`src/rtl/outpass_n_delay_config_pkg.sv`:
```
// Shared configuration-field layout for the per-channel output pass delay cells.
package outpass_n_delay_config_pkg;

  localparam int unsigned DELAY_OFS = 0;

  function automatic int unsigned ce_ofs(input int unsigned dw);
    return dw;
  endfunction

  function automatic int unsigned inv_ofs(input int unsigned dw);
    return dw + 1;
  endfunction

  function automatic int unsigned ch_cfg_w(input int unsigned dw);
    return dw + 2;
  endfunction

endpackage

```
`src/rtl/outpass_delay_chan.sv`:
```
// One output channel: CE-gated shift chain, clamped delay tap select, optional inversion.
module outpass_delay_chan
  import outpass_n_delay_config_pkg::*;
#(
  parameter int unsigned MAX_DEPTH = 3,
  parameter int unsigned DW        = 2
) (
  input  logic          UserCLK,
  input  logic          resetn,
  input  logic          I,
  input  logic          CE,
  input  logic [DW+1:0] cfg,
  output logic          O
);

  localparam int unsigned CE_OFS  = ce_ofs(DW);
  localparam int unsigned INV_OFS = inv_ofs(DW);

  logic [MAX_DEPTH-1:0] s_q;
  logic [MAX_DEPTH-1:0] s_d;
  logic [DW-1:0]        delay;
  logic [DW-1:0]        eff;
  logic                 adv;
  logic                 tap;

  assign delay = cfg[DELAY_OFS +: DW];
  assign adv   = cfg[CE_OFS] ? CE : 1'b1;
  assign eff   = (32'(delay) > MAX_DEPTH) ? DW'(MAX_DEPTH) : delay;

  // Chain shifts on every advancing edge regardless of the selected depth.
  always_comb begin
    s_d = s_q;
    if (adv) begin
      s_d[0] = I;
      for (int unsigned k = 1; k < MAX_DEPTH; k++) begin
        s_d[k] = s_q[k-1];
      end
    end
  end

  always_ff @(posedge UserCLK or negedge resetn) begin
    if (!resetn) begin
      s_q <= '0;
    end else begin
      s_q <= s_d;
    end
  end

  // Depth 0 is a straight combinational bypass of the input.
  always_comb begin
    tap = I;
    for (int unsigned k = 0; k < MAX_DEPTH; k++) begin
      if (eff == DW'(k + 1)) begin
        tap = s_q[k];
      end
    end
  end

  assign O = tap ^ cfg[INV_OFS];

endmodule

```
`src/rtl/outpass_n_delay_config.sv`:
```
// NUM_CH independent configurable-delay output pass channels driving external pins.
module outpass_n_delay_config
  import outpass_n_delay_config_pkg::*;
#(
  parameter int unsigned NUM_CH       = 4,
  parameter int unsigned MAX_DEPTH    = 3,
  parameter int unsigned DW           = 2,
  parameter int unsigned NoConfigBits = 16
) (
  input  logic                    UserCLK,
  input  logic                    resetn,
  input  logic [NUM_CH-1:0]       I,
  input  logic                    CE,
  output logic [NUM_CH-1:0]       O,
  input  logic [NoConfigBits-1:0] ConfigBits
);

  localparam int unsigned CFG_W = ch_cfg_w(DW);

  for (genvar c = 0; c < NUM_CH; c++) begin : g_ch
    outpass_delay_chan #(
      .MAX_DEPTH(MAX_DEPTH),
      .DW       (DW)
    ) u_chan (
      .UserCLK(UserCLK),
      .resetn (resetn),
      .I      (I[c]),
      .CE     (CE),
      .cfg    (ConfigBits[c*CFG_W +: CFG_W]),
      .O      (O[c])
    );
  end

endmodule

```
`config.mk`:
```
export PLATFORM = sky130hd
export DESIGN_NAME = outpass_n_delay_config
export DESIGN_NICKNAME = d
export VERILOG_FILES = /design/src/rtl/outpass_n_delay_config_pkg.sv /design/src/rtl/outpass_delay_chan.sv /design/src/rtl/outpass_n_delay_config.sv
export SDC_FILE = /design/constraint.sdc
export NUM_CORES = 1
export LEC_CHECK = 0
export CORE_AREA = 2 2 48 50
export CTS_CLUSTER_DIAMETER = 120
export DETAILED_ROUTE_END_ITERATION = 7
export DIE_AREA = 0 0 50 52
export PLACE_DENSITY = 0.72
export SETUP_SLACK_MARGIN = 0.02
export SYNTH_ARGS = -nofsm -noshare
export SYNTH_HDL_FRONTEND = slang
export SYNTH_HIERARCHICAL = 1
export SYNTH_SLANG_ARGS = --single-unit
```
`constraint.sdc`:
```
create_clock -name UserCLK -period 1.15 [get_ports UserCLK]
set_clock_uncertainty 0.05 [all_clocks]
set_input_delay 0.23 -clock UserCLK [delete_from_list [all_inputs] [get_ports UserCLK]]
set_output_delay 0.23 -clock UserCLK [all_outputs]
set_load 0.02 [all_outputs]
```
==> run metrics, run 1 <==
number of H-tree levels 1; sum of routed wire length over all layers approximately 1.3 mm; r2r worst-path depth 2; Startpoint Class flip-flop; kind of critical path reg -> out; final number of setup-violating endpoints 4; share of cell area taken by muxes after synthesis 38.46%; share of power burned in registers about two fifths; post-layout instance count excluding filler cells 105; later-pin clock latency in the skew report around 260 ps; Largest Register g_ch.u_chan/s_q; Post-synth top cells dfrtp_1 (12), mux2_2 (12), mux4_2 (4), nor2b_1 (4), xor2_1 (4); RSZ-0062 raised after global routing true; Die X ~50 um; slew at the pin with the worst max-slew slack 419.9 ps; worst-case setup slack after placement -1171 ps; FMAX about 0.57 GHz; Total Negative Setup Slacks -2464 ps; port bufs 26; switching portion of total power approximately a quarter; share of the synthesized area in compound gates (AO/OA/AOI/OAI) 0%; largest net degree at the start of global routing 13; share of final-layout standard cells stronger than drive strength 1 between 50% and 60%; least setup slack across all paths after layout -619.0 ps; Worst Path Required between 800 and 900 ps; Core Box Area between 0.002 and 0.0025 mm2; top area cells in the synthesized netlist dfrtp_1 (51%), mux2_2 (23%), mux4_2 (15%); CP max stage delay about 530 ps; data arrival at the endpoint of the critical path 1490 ps; number of pins with negative max-slew slack in the final report 0; largest delay contributor family on the critical path multiplexers; Largest regs g_ch.u_chan/s_q (12); final worst path period share 153.8%; Synth Net Count between 50 and 60; crit-path max FO 3; post-synth design cell area ~590 um2; run status finished, violations left; number of stages on the worst setup path 3; Crit path buffers/inverters 1; startpoint of the lowest-slack register-to-register path g_ch[3].u_chan/s_q[0]$_DFFE_PN0P_; classification of the worst-slack hold path in -> async; max_cap viols 0; Lkg Pwr between 0.0004 and 0.0005 uW; Chip Height 52 um; endpoints failing hold 0; half-perimeter wire length after detailed placement approximately 1 mm; part of the Yosys area used for sequential elements approximately half; combinational share of power 37.3%; count of fill cells added during filler insertion about 190; clock transition at the registers of the reported paths 70 ps; dominant synthesized flop cell dfrtp_1; total power per unit cell area ~1100 mW/mm2; number of synthesized register bits 12; overall track demand over capacity in global routing about a tenth; Die Outline Area approximately 0.0026 mm2; First-pass DRT Iterations 2; Initial Utilization between 20 and 30%; post-synth cell types 5; detailed-route via count 438; area growth from synthesis to layout 89.32%; endpoint of the worst-slack reg-to-reg timing path g_ch[3].u_chan/s_q[1]$_DFFE_PN0P_; number of antenna violations at the first check in global routing 0; number of clock sinks seen by CTS 12; cell-by-cell listing of the critical path mux4_2 > xor2_4 > buf_6; Max stage delay cell, worst path mux4_2; via count of the first global-routing pass 448; worst IR drop on VDD roughly 0.46 mV; final weighted congestion in routability-driven placement approximately 0.65; worst-case hold slack about 220 ps; synthesized-area fraction occupied by adder cells 0%; total I/O pin count 27; remaining global-route overflow 0; shortest period the worst path allows 1769 ps; Synth Warn # 6; number of enable-type register cells in the synthesized netlist 0; number of cells produced by synthesis 36; Mapped Avg Cell Area ~16 um2; main combinational cell family by area after synthesis multiplexers; buffer type at the clock tree root clkbuf_4; share of synthesized flip-flops with an asynchronous set or reset 100.0%; slack of the worst reg-to-reg path approximately 200 ps; clock tree buffer depth 2; xor/xnor cell area share of the yosys netlist 5.983%; proportion of netlist area held by the largest area contributor between 50% and 60%; Worst slew margin between 70% and 80%; vias per cell between 4 and 5; row count 17; Net count, final slightly above 100; basic-gate share of the synthesized area counting and, or, nand and nor cells under 10%; Int Power a little under 900 uW; violations in the final reports negative setup slack; share of power burned in the clock network between 20% and 30%; flip-flop count of the largest register, all copies and words added 12; area leader, netlist dfrtp_1; switching power of the nets 312.2 uW; routed wire length per instance 12.27 um; placed insts 99; endpoint kind of the worst setup timing path primary output; remaining number of nets flagged by the antenna check after routing 0; violation count after the first detailed-route iteration 1; clock buffers created by TritonCTS 3; remaining routing DRC violations 0; antenna diode instance count 0; wire length of the first global-routing pass between 1.5 and 2 mm; TritonCTS clock tree built
## power groups by stage
stage               clock network (uW)  registers [uW]  logic (uW)
floorplan                            0             498         199
global placement                     0             503         393
detailed placement                   0             507         401
CTS                                266             498         423
global route                       279             503         471
finish                             246             498         442
## cell usage in the layout (no fill, tap or decap)
cell and n:
xor2_4 4, mux2_2 9, mux4_2 4, dfrtp_1 12
mux2_4 3, buf_6 4, dlygate4sd2_1 5, nor2b_4 4
buf_4 12, clkbuf_4 3, clkdlybuf4s50_1 17
## cell families (layout without fill, tap and decap cells)
family,after synthesis,in the layout
and+or+nand+nor,4,4
DFF,12,12
buffers and inverters,0,41
muxes,16,16
xor gates and xnor gates,4,4
## metrics by stage
stage / utilization (%) / power (uW) / area [um2]
after floorplan: - / 696.8 / 660.6
final: 52.64 / 1186 / 1109
after global routing: 52.64 / 1252 / 1109
after detailed placement: 48.60 / 908.0 / 1023
after CTS: 50.68 / 1187 / 1067
after global placement: 48.60 / 895.6 / 1023
## layout make-up
type / instances / area, um2 / area share [%]
repair buffers: 38 / 349.1 / 31.49
clock buffers: 3 / 22.52 / 2.032
flip-flops and latches: 12 / 300.3 / 27.09
multi-input cells: 24 / 401.6 / 36.23
well taps: 28 / 35.03 / 3.160
## what timing repair did
action                     4_1_cts  5_1_grt
pin swaps                        1        1
buffers inserted                 1        2
gates resized for setup         34        6
setup endpoints to repair       16       13
gates cloned                     0        0
hold buffers                     0        0
## layer usage
metal  vias to the layer above  share of wire [%]  global-route usage, %
met5                         -                  0                      0
met4                         0               0.31                  6.944
met3                         2                8.2                  2.874
met2                        16                 48                  16.89
met1                       205                 43                  12.59
li1                        215                  -                      -
## worst max path at each step
| stage | startpoint | endpoint |
|---|---|---|
| finish | g_ch[2].u_chan/s_q[1]$_DFFE_PN0P_ | O[2] |
| global route | g_ch[0].u_chan/s_q[2]$_DFFE_PN0P_ | O[0] |
| CTS | g_ch[2].u_chan/s_q[1]$_DFFE_PN0P_ | O[2] |
| detailed placement | ConfigBits[8] | O[2] |
| global placement | ConfigBits[0] | O[0] |
| floorplan | g_ch[0].u_chan/s_q[1]$_DFFE_PN0P_ | O[0] |
## worst reg2reg max path: cells and delay by family (launching register included)
| family | cells | cell delay [ps] |
|---|---|---|
| multiplexers | 1 | 260 |
| flip-flops | 1 | 390 |
| buffers and inverters | 1 | 140 |
No activity file was read; power rests on OpenSTA's default activity.
==> run 2: changes to the inputs <==
--- a/config.mk
+++ b/config.mk
@@ -5,11 +5,11 @@
 export SDC_FILE = /design/constraint.sdc
 export NUM_CORES = 1
 export LEC_CHECK = 0
-export CORE_AREA = 2 2 48 50
+export CORE_AREA = 2 2 50 47
 export CTS_CLUSTER_DIAMETER = 120
 export DETAILED_ROUTE_END_ITERATION = 7
-export DIE_AREA = 0 0 50 52
-export PLACE_DENSITY = 0.72
+export DIE_AREA = 0 0 52 49
+export PLACE_DENSITY = 0.73
 export SETUP_SLACK_MARGIN = 0.02
 export SYNTH_ARGS = -nofsm -noshare
 export SYNTH_HDL_FRONTEND = slang
==> run 2 against run 1 <==
Effect of this change: largest power group unchanged; total power grew 3.6%; global-route usage is 0.33 points lower; the flow still finishes with violations (negative setup slack); sequential power about the same.
==> run metrics, run 2 (synthesized netlist as in run 1, its figures left out) <==
half-perimeter wire length after detailed placement 949.4 um (-5.2%); sum of routed wire length over all layers 1.138 mm (-12%); clock tree buffer depth 2 (unchanged); Die X 52 um (+4.0%); commonest non-fill, non-tap cell in the layout clkdlybuf4s50_1; number of stages on the worst setup path 4 (+1); Net count, final 99 (-2.9%); antenna diode instance count 0 (unchanged); remaining global-route overflow 0 (unchanged); area growth from synthesis to layout 85.68%; number of pins with negative max-slew slack in the final report 0 (unchanged); later-pin clock latency in the skew report 260 ps (about the same); first element of the critical path I[0]; worst IR drop on VDD 0.6012 mV (+31%); CP max stage delay 520 ps (about the same); clock buffers created by TritonCTS 3 (unchanged); number of antenna violations at the first check in global routing 0 (unchanged); classification of the worst-slack hold path in -> async; Max stage delay cell, worst path mux4_2; kind of critical path in -> out; endpoint of the worst-slack reg-to-reg timing path g_ch[1].u_chan/s_q[0]$_DFFE_PN0P_; TritonCTS clock tree built; FMAX 0.5680 GHz (+0.48%); startpoint of the lowest-slack register-to-register path g_ch[1].u_chan/s_q[0]$_DFFE_PN0P_; via count of the first global-routing pass 494 (+10%); final number of setup-violating endpoints 4 (unchanged); slew at the pin with the worst max-slew slack 415.1 ps (-4.814 ps); Lkg Pwr 0.0004506 uW (-3.9%); largest delay contributor family on the critical path buffers and inverters; endpoints failing hold 0 (unchanged); crit-path max FO 2 (-1); run status finished, violations left; row count 16 (-1); remaining number of nets flagged by the antenna check after routing 0 (unchanged); RSZ-0062 raised after global routing true; port bufs 26 (unchanged); buffer type at the clock tree root clkbuf_4; total power per unit cell area 1130 mW/mm2 (+5.6%); Largest regs g_ch.u_chan/s_q (12); Startpoint Class input port; total placed instance area 0.001022 mm2 (-0.12%); cell-by-cell listing of the critical path clkdlybuf4s50_1 > mux4_2 > xor2_4 > buf_6; count of fill cells added during filler insertion 180 (-3.7%); wire length of the first global-routing pass 1.980 mm (unchanged); share of final-layout standard cells stronger than drive strength 1 54.67% (-1.2 points); number of H-tree levels 1 (unchanged); Largest Register g_ch.u_chan/s_q; max_cap viols 0 (unchanged); capture point of the critical path O[0]; data arrival at the endpoint of the critical path 1480 ps (about the same); violation count after the first detailed-route iteration 0 (-1); Core Box Area 0.002062 mm2 (-2.1%); flip-flop count of the largest register, all copies and words added 12 (unchanged); commonest cells after routing, fill and taps aside clkdlybuf4s50_1 (17), mux2_2 (12), dfrtp_1 (12), buf_4 (9), dlygate4sd2_1 (5); worst-case setup slack after placement -1162 ps (+8.760 ps); detailed-route via count 434 (-0.91%); slack of the worst reg-to-reg path 220 ps (+20 ps); clock transition at the registers of the reported paths 80 ps (about the same); final weighted congestion in routability-driven placement 0.6409 (-1.3%); vias per cell 4.255 (+2.0%); Die Outline Area 0.002548 mm2 (-2.0%); least setup slack across all paths after layout -610.6 ps (+8.443 ps); endpoint kind of the worst setup timing path primary output; routed wire length per instance 11.16 um (-9.0%); total I/O pin count 27 (unchanged); Initial Utilization 28.40% (+0.59 points); Crit path buffers/inverters 2 (+1); Worst slew margin 72.33% (+0.32 points); r2r worst-path depth 2 (unchanged); post-route cell area 0.001087 mm2 (-1.9%); Worst Path Required 870 ps (about the same); largest net degree at the start of global routing 13 (unchanged); remaining routing DRC violations 0 (unchanged); Chip Height 49 um (-5.8%); First-pass DRT Iterations 1 (-1); overall track demand over capacity in global routing 10.29% (-0.33 points); violations in the final reports negative setup slack; number of clock sinks seen by CTS 12 (unchanged); final worst path period share 153.1% (-0.73 points); shortest period the worst path allows 1761 ps (-8.443 ps)
[run 2: cell count changes in the layout (fill, tap and decap cells not counted), sizes merged]
cell,change
clkbuf,+1
buf,-3
[run 2: report_power, final]
part | total (uW) | internal [uW] | switching (uW)
sequential | 496 | 471 | 25.2
combinational | 408 | 257 | 150
clock | 324 | 192 | 133
total | 1230 | 920 | 308
[run 2: per-stage QoR]
step / utilization (%) / power, uW / hold WS [ps] / setup TNS, ps / cells
floorplan: - / 696.8 / -115.6 / -869.7 / 36
global placement: 49.58 / 894.7 / 435.0 / -9344 / 98
detailed placement: 49.58 / 901.8 / 449.5 / -9137 / 98
CTS: 51.76 / 1241 / 217.0 / -2476 / 102
global route: 52.73 / 1302 / 232.7 / -2619 / 102
finish: 52.73 / 1228 / 218.2 / -2425 / 102
[run 2: cell type report]
| cell class | count | area (um2) | share of cell area [%] |
|---|---|---|---|
| tap | 27 | 33.78 | 3.107 |
| timing repair buffer | 35 | 326.6 | 30.03 |
| multi-input combinational | 24 | 390.4 | 35.90 |
| clock buffer | 4 | 36.28 | 3.337 |
| sequential | 12 | 300.3 | 27.62 |
[run 2: how the worst min path moves through the flow]
stage                                      start                                end  slack [ps]  cells past startpoint
5_1_grt                                   resetn  g_ch[0].u_chan/s_q[2]$_DFFE_PN0P_         230                      2
3_3_place_gp   g_ch[0].u_chan/s_q[2]$_DFFE_PN0P_  g_ch[0].u_chan/s_q[2]$_DFFE_PN0P_         440                      1
6_report                                  resetn  g_ch[3].u_chan/s_q[1]$_DFFE_PN0P_         220                      2
3_5_place_dp   g_ch[0].u_chan/s_q[2]$_DFFE_PN0P_  g_ch[0].u_chan/s_q[2]$_DFFE_PN0P_         450                      1
4_1_cts                                   resetn  g_ch[3].u_chan/s_q[1]$_DFFE_PN0P_         220                      2
2_1_floorplan                             resetn  g_ch[0].u_chan/s_q[0]$_DFFE_PN0P_        -120                      0
[run 2: repair_timing]
action	in CTS	in global routing
hold buffers	0	0
resized for setup	33	4
gates cloned	0	0
endpoints found under the setup margin	16	16
setup buffers	0	0
[run 2: routing by layer]
| metal | wire (um) | global-route usage, % | vias up |
|---|---|---|---|
| met5 | 0 | 0 | - |
| met4 | 0 | 3.947 | 0 |
| met3 | 108 | 3.681 | 0 |
| met2 | 576 | 17.30 | 15 |
| met1 | 453 | 11.71 | 210 |
| li1 | - | - | 209 |
==> run 3: changes to the inputs <==
--- a/config.mk
+++ b/config.mk
@@ -9,6 +9,7 @@
 export CTS_CLUSTER_DIAMETER = 120
 export DETAILED_ROUTE_END_ITERATION = 7
 export DIE_AREA = 0 0 52 49
+export MAX_ROUTING_LAYER = met4
 export PLACE_DENSITY = 0.73
 export SETUP_SLACK_MARGIN = 0.02
 export SYNTH_ARGS = -nofsm -noshare
==> run 3 against run 2 <==
Effect of this change: the run still ends with negative setup slack left; global-route usage up 0.28 points; combinational power about the same; non-clock buffer count unchanged; core utilization unchanged; clock-buffer cell count unchanged; setup slack about the same; worst hold slack worse by 0.60 ps; critical path type unchanged; largest cell class unchanged.
==> run metrics, run 3 (synthesized netlist as in run 1, its figures left out) <==
post-route cell area 0.001087 mm2 (unchanged); remaining global-route overflow 0 (unchanged); first element of the critical path I[0]; sum of routed wire length over all layers 1.135 mm (-0.26%); Die X 52 um (unchanged); final weighted congestion in routability-driven placement 0.6463 (+0.84%); Worst Path Required 870 ps (about the same); r2r worst-path depth 2 (unchanged); Die Outline Area 0.002548 mm2 (unchanged); Largest regs g_ch.u_chan/s_q (12); Chip Height 49 um (unchanged); cell-by-cell listing of the critical path clkdlybuf4s50_1 > mux4_2 > xor2_4 > buf_6; switching portion of total power 25.10% (+0.027 points); data arrival at the endpoint of the critical path 1480 ps (about the same); combinational share of power 33.2% (about the same); shortest period the worst path allows 1761 ps (+0.001000 ps); clock transition at the registers of the reported paths 80 ps (about the same); post-layout instance count excluding filler cells 102 (unchanged); routed wire length per instance 11.13 um (-0.26%); half-perimeter wire length after detailed placement 949.4 um (unchanged); commonest non-fill, non-tap cell in the layout clkdlybuf4s50_1; First-pass DRT Iterations 2 (+1); row count 16 (unchanged); largest net degree at the start of global routing 13 (unchanged); Core Box Area 0.002062 mm2 (unchanged); FMAX 0.5680 GHz (unchanged); Worst slew margin 72.09% (-0.23 points); port bufs 26 (unchanged); switching power of the nets 308.4 uW (+0.14%); violations in the final reports negative setup slack; slew at the pin with the worst max-slew slack 418.6 ps (+3.525 ps); detailed-route via count 437 (+0.69%); total power per unit cell area 1130 mW/mm2 (about the same); Startpoint Class input port; clock tree buffer depth 2 (unchanged); total I/O pin count 27 (unchanged); via count of the first global-routing pass 493 (-0.20%); overall track demand over capacity in global routing 10.57% (+0.28 points); TritonCTS clock tree built; crit-path max FO 2 (unchanged); Lkg Pwr 0.0004506 uW (unchanged); number of clock sinks seen by CTS 12 (unchanged); share of power burned in registers 40.4% (about the same); violation count after the first detailed-route iteration 1 (+1); run status finished, violations left; final standard cell utilization of the core 52.73% (unchanged); Pwr Total 1229 uW (about the same); number of pins with negative max-slew slack in the final report 0 (unchanged); max_cap viols 0 (unchanged); wire length of the first global-routing pass 1.980 mm (unchanged); flip-flop count of the largest register, all copies and words added 12 (unchanged); Initial Utilization 28.40% (unchanged); Max stage delay cell, worst path mux4_2; vias per cell 4.284 (+0.69%); worst IR drop on VDD 0.6021 mV (+0.16%); number of H-tree levels 1 (unchanged); endpoints failing hold 0 (unchanged); least setup slack across all paths after layout -610.6 ps (-0.001000 ps); RSZ-0062 raised after global routing true; Net count, final 99 (unchanged); final number of setup-violating endpoints 4 (unchanged); count of fill cells added during filler insertion 180 (unchanged); total placed instance area 0.001022 mm2 (unchanged); Largest Register g_ch.u_chan/s_q; number of antenna violations at the first check in global routing 0 (unchanged); clock buffers created by TritonCTS 3 (unchanged); final worst path period share 153.1% (about the same); startpoint of the lowest-slack register-to-register path g_ch[1].u_chan/s_q[0]$_DFFE_PN0P_; number of hold buffers added after CTS 0 (unchanged); remaining number of nets flagged by the antenna check after routing 0 (unchanged); area growth from synthesis to layout 85.68% (unchanged); worst-case setup slack after placement -1162 ps (unchanged); commonest cells after routing, fill and taps aside clkdlybuf4s50_1 (17), mux2_2 (12), dfrtp_1 (12), buf_4 (9), dlygate4sd2_1 (5); placed insts 98 (unchanged); antenna diode instance count 0 (unchanged); classification of the worst-slack hold path in -> async; kind of critical path in -> out; later-pin clock latency in the skew report 260 ps (about the same); buffer type at the clock tree root clkbuf_4; share of final-layout standard cells stronger than drive strength 1 54.67% (unchanged); Int Power 920.5 uW (about the same); CP max stage delay 520 ps (about the same); endpoint kind of the worst setup timing path primary output; share of power burned in the clock network 26.4% (about the same); remaining routing DRC violations 0 (unchanged)
[run 3: timing repair]
item,in CTS,in global routing
gates resized for setup,33,4
pin swaps,0,0
buffers inserted,0,0
endpoints found under the setup margin,16,16
[run 3: final cells by class]
type	count	area, um2	share of cell area [%]
timing repair buffer	35	326.6	30.03
tap	27	33.78	3.107
sequential	12	300.3	27.62
multi-input combinational	24	390.4	35.90
clock buffer	4	36.28	3.337
[run 3: final timing paths]
kind | end | slack [ps]
hold / removal | g_ch[3].u_chan/s_q[1]$_DFFE_PN0P_ | 220
min in group UserCLK | g_ch[0].u_chan/s_q[2]$_DFFE_PN0P_ | 460
setup / recovery | O[0] | -610
hold reg to reg | g_ch[0].u_chan/s_q[2]$_DFFE_PN0P_ | 460
setup reg to reg | g_ch[1].u_chan/s_q[0]$_DFFE_PN0P_ | 220
max in group asynchronous | g_ch[1].u_chan/s_q[1]$_DFFE_PN0P_ | 680
[run 3: worst max-delay path, delay by kind of cell]
family / cells / cell delay, ps
xor+xnor: 1 / 170
mux: 1 / 520
buf+inv: 2 / 560
[run 3: through the flow]
stage,hold WS [ps],TNS [ps]
final,217.6,-2425
after global routing,232.7,-2619
after CTS,217.0,-2476
after detailed placement,449.5,-9137
after global placement,435.0,-9344
after floorplan,-115.6,-869.7
[run 3: power groups by stage]
| stage | registers (uW) | clock network [uW] | logic [uW] |
|---|---|---|---|
| global route | 503 | 363 | 436 |
| global placement | 503 | 0 | 392 |
| finish | 496 | 325 | 408 |
| CTS | 497 | 338 | 406 |
| floorplan | 498 | 0 | 199 |
| detailed placement | 506 | 0 | 396 |
[run 3: routing by layer]
layer / vias up / wire, um / track usage (%)
met2: 15 / 577 / 17.30
met1: 213 / 441 / 11.71
met3: 0 / 116 / 3.681
li1: 209 / - / -
met5: - / 0 / -
met4: 0 / 0 / 3.947
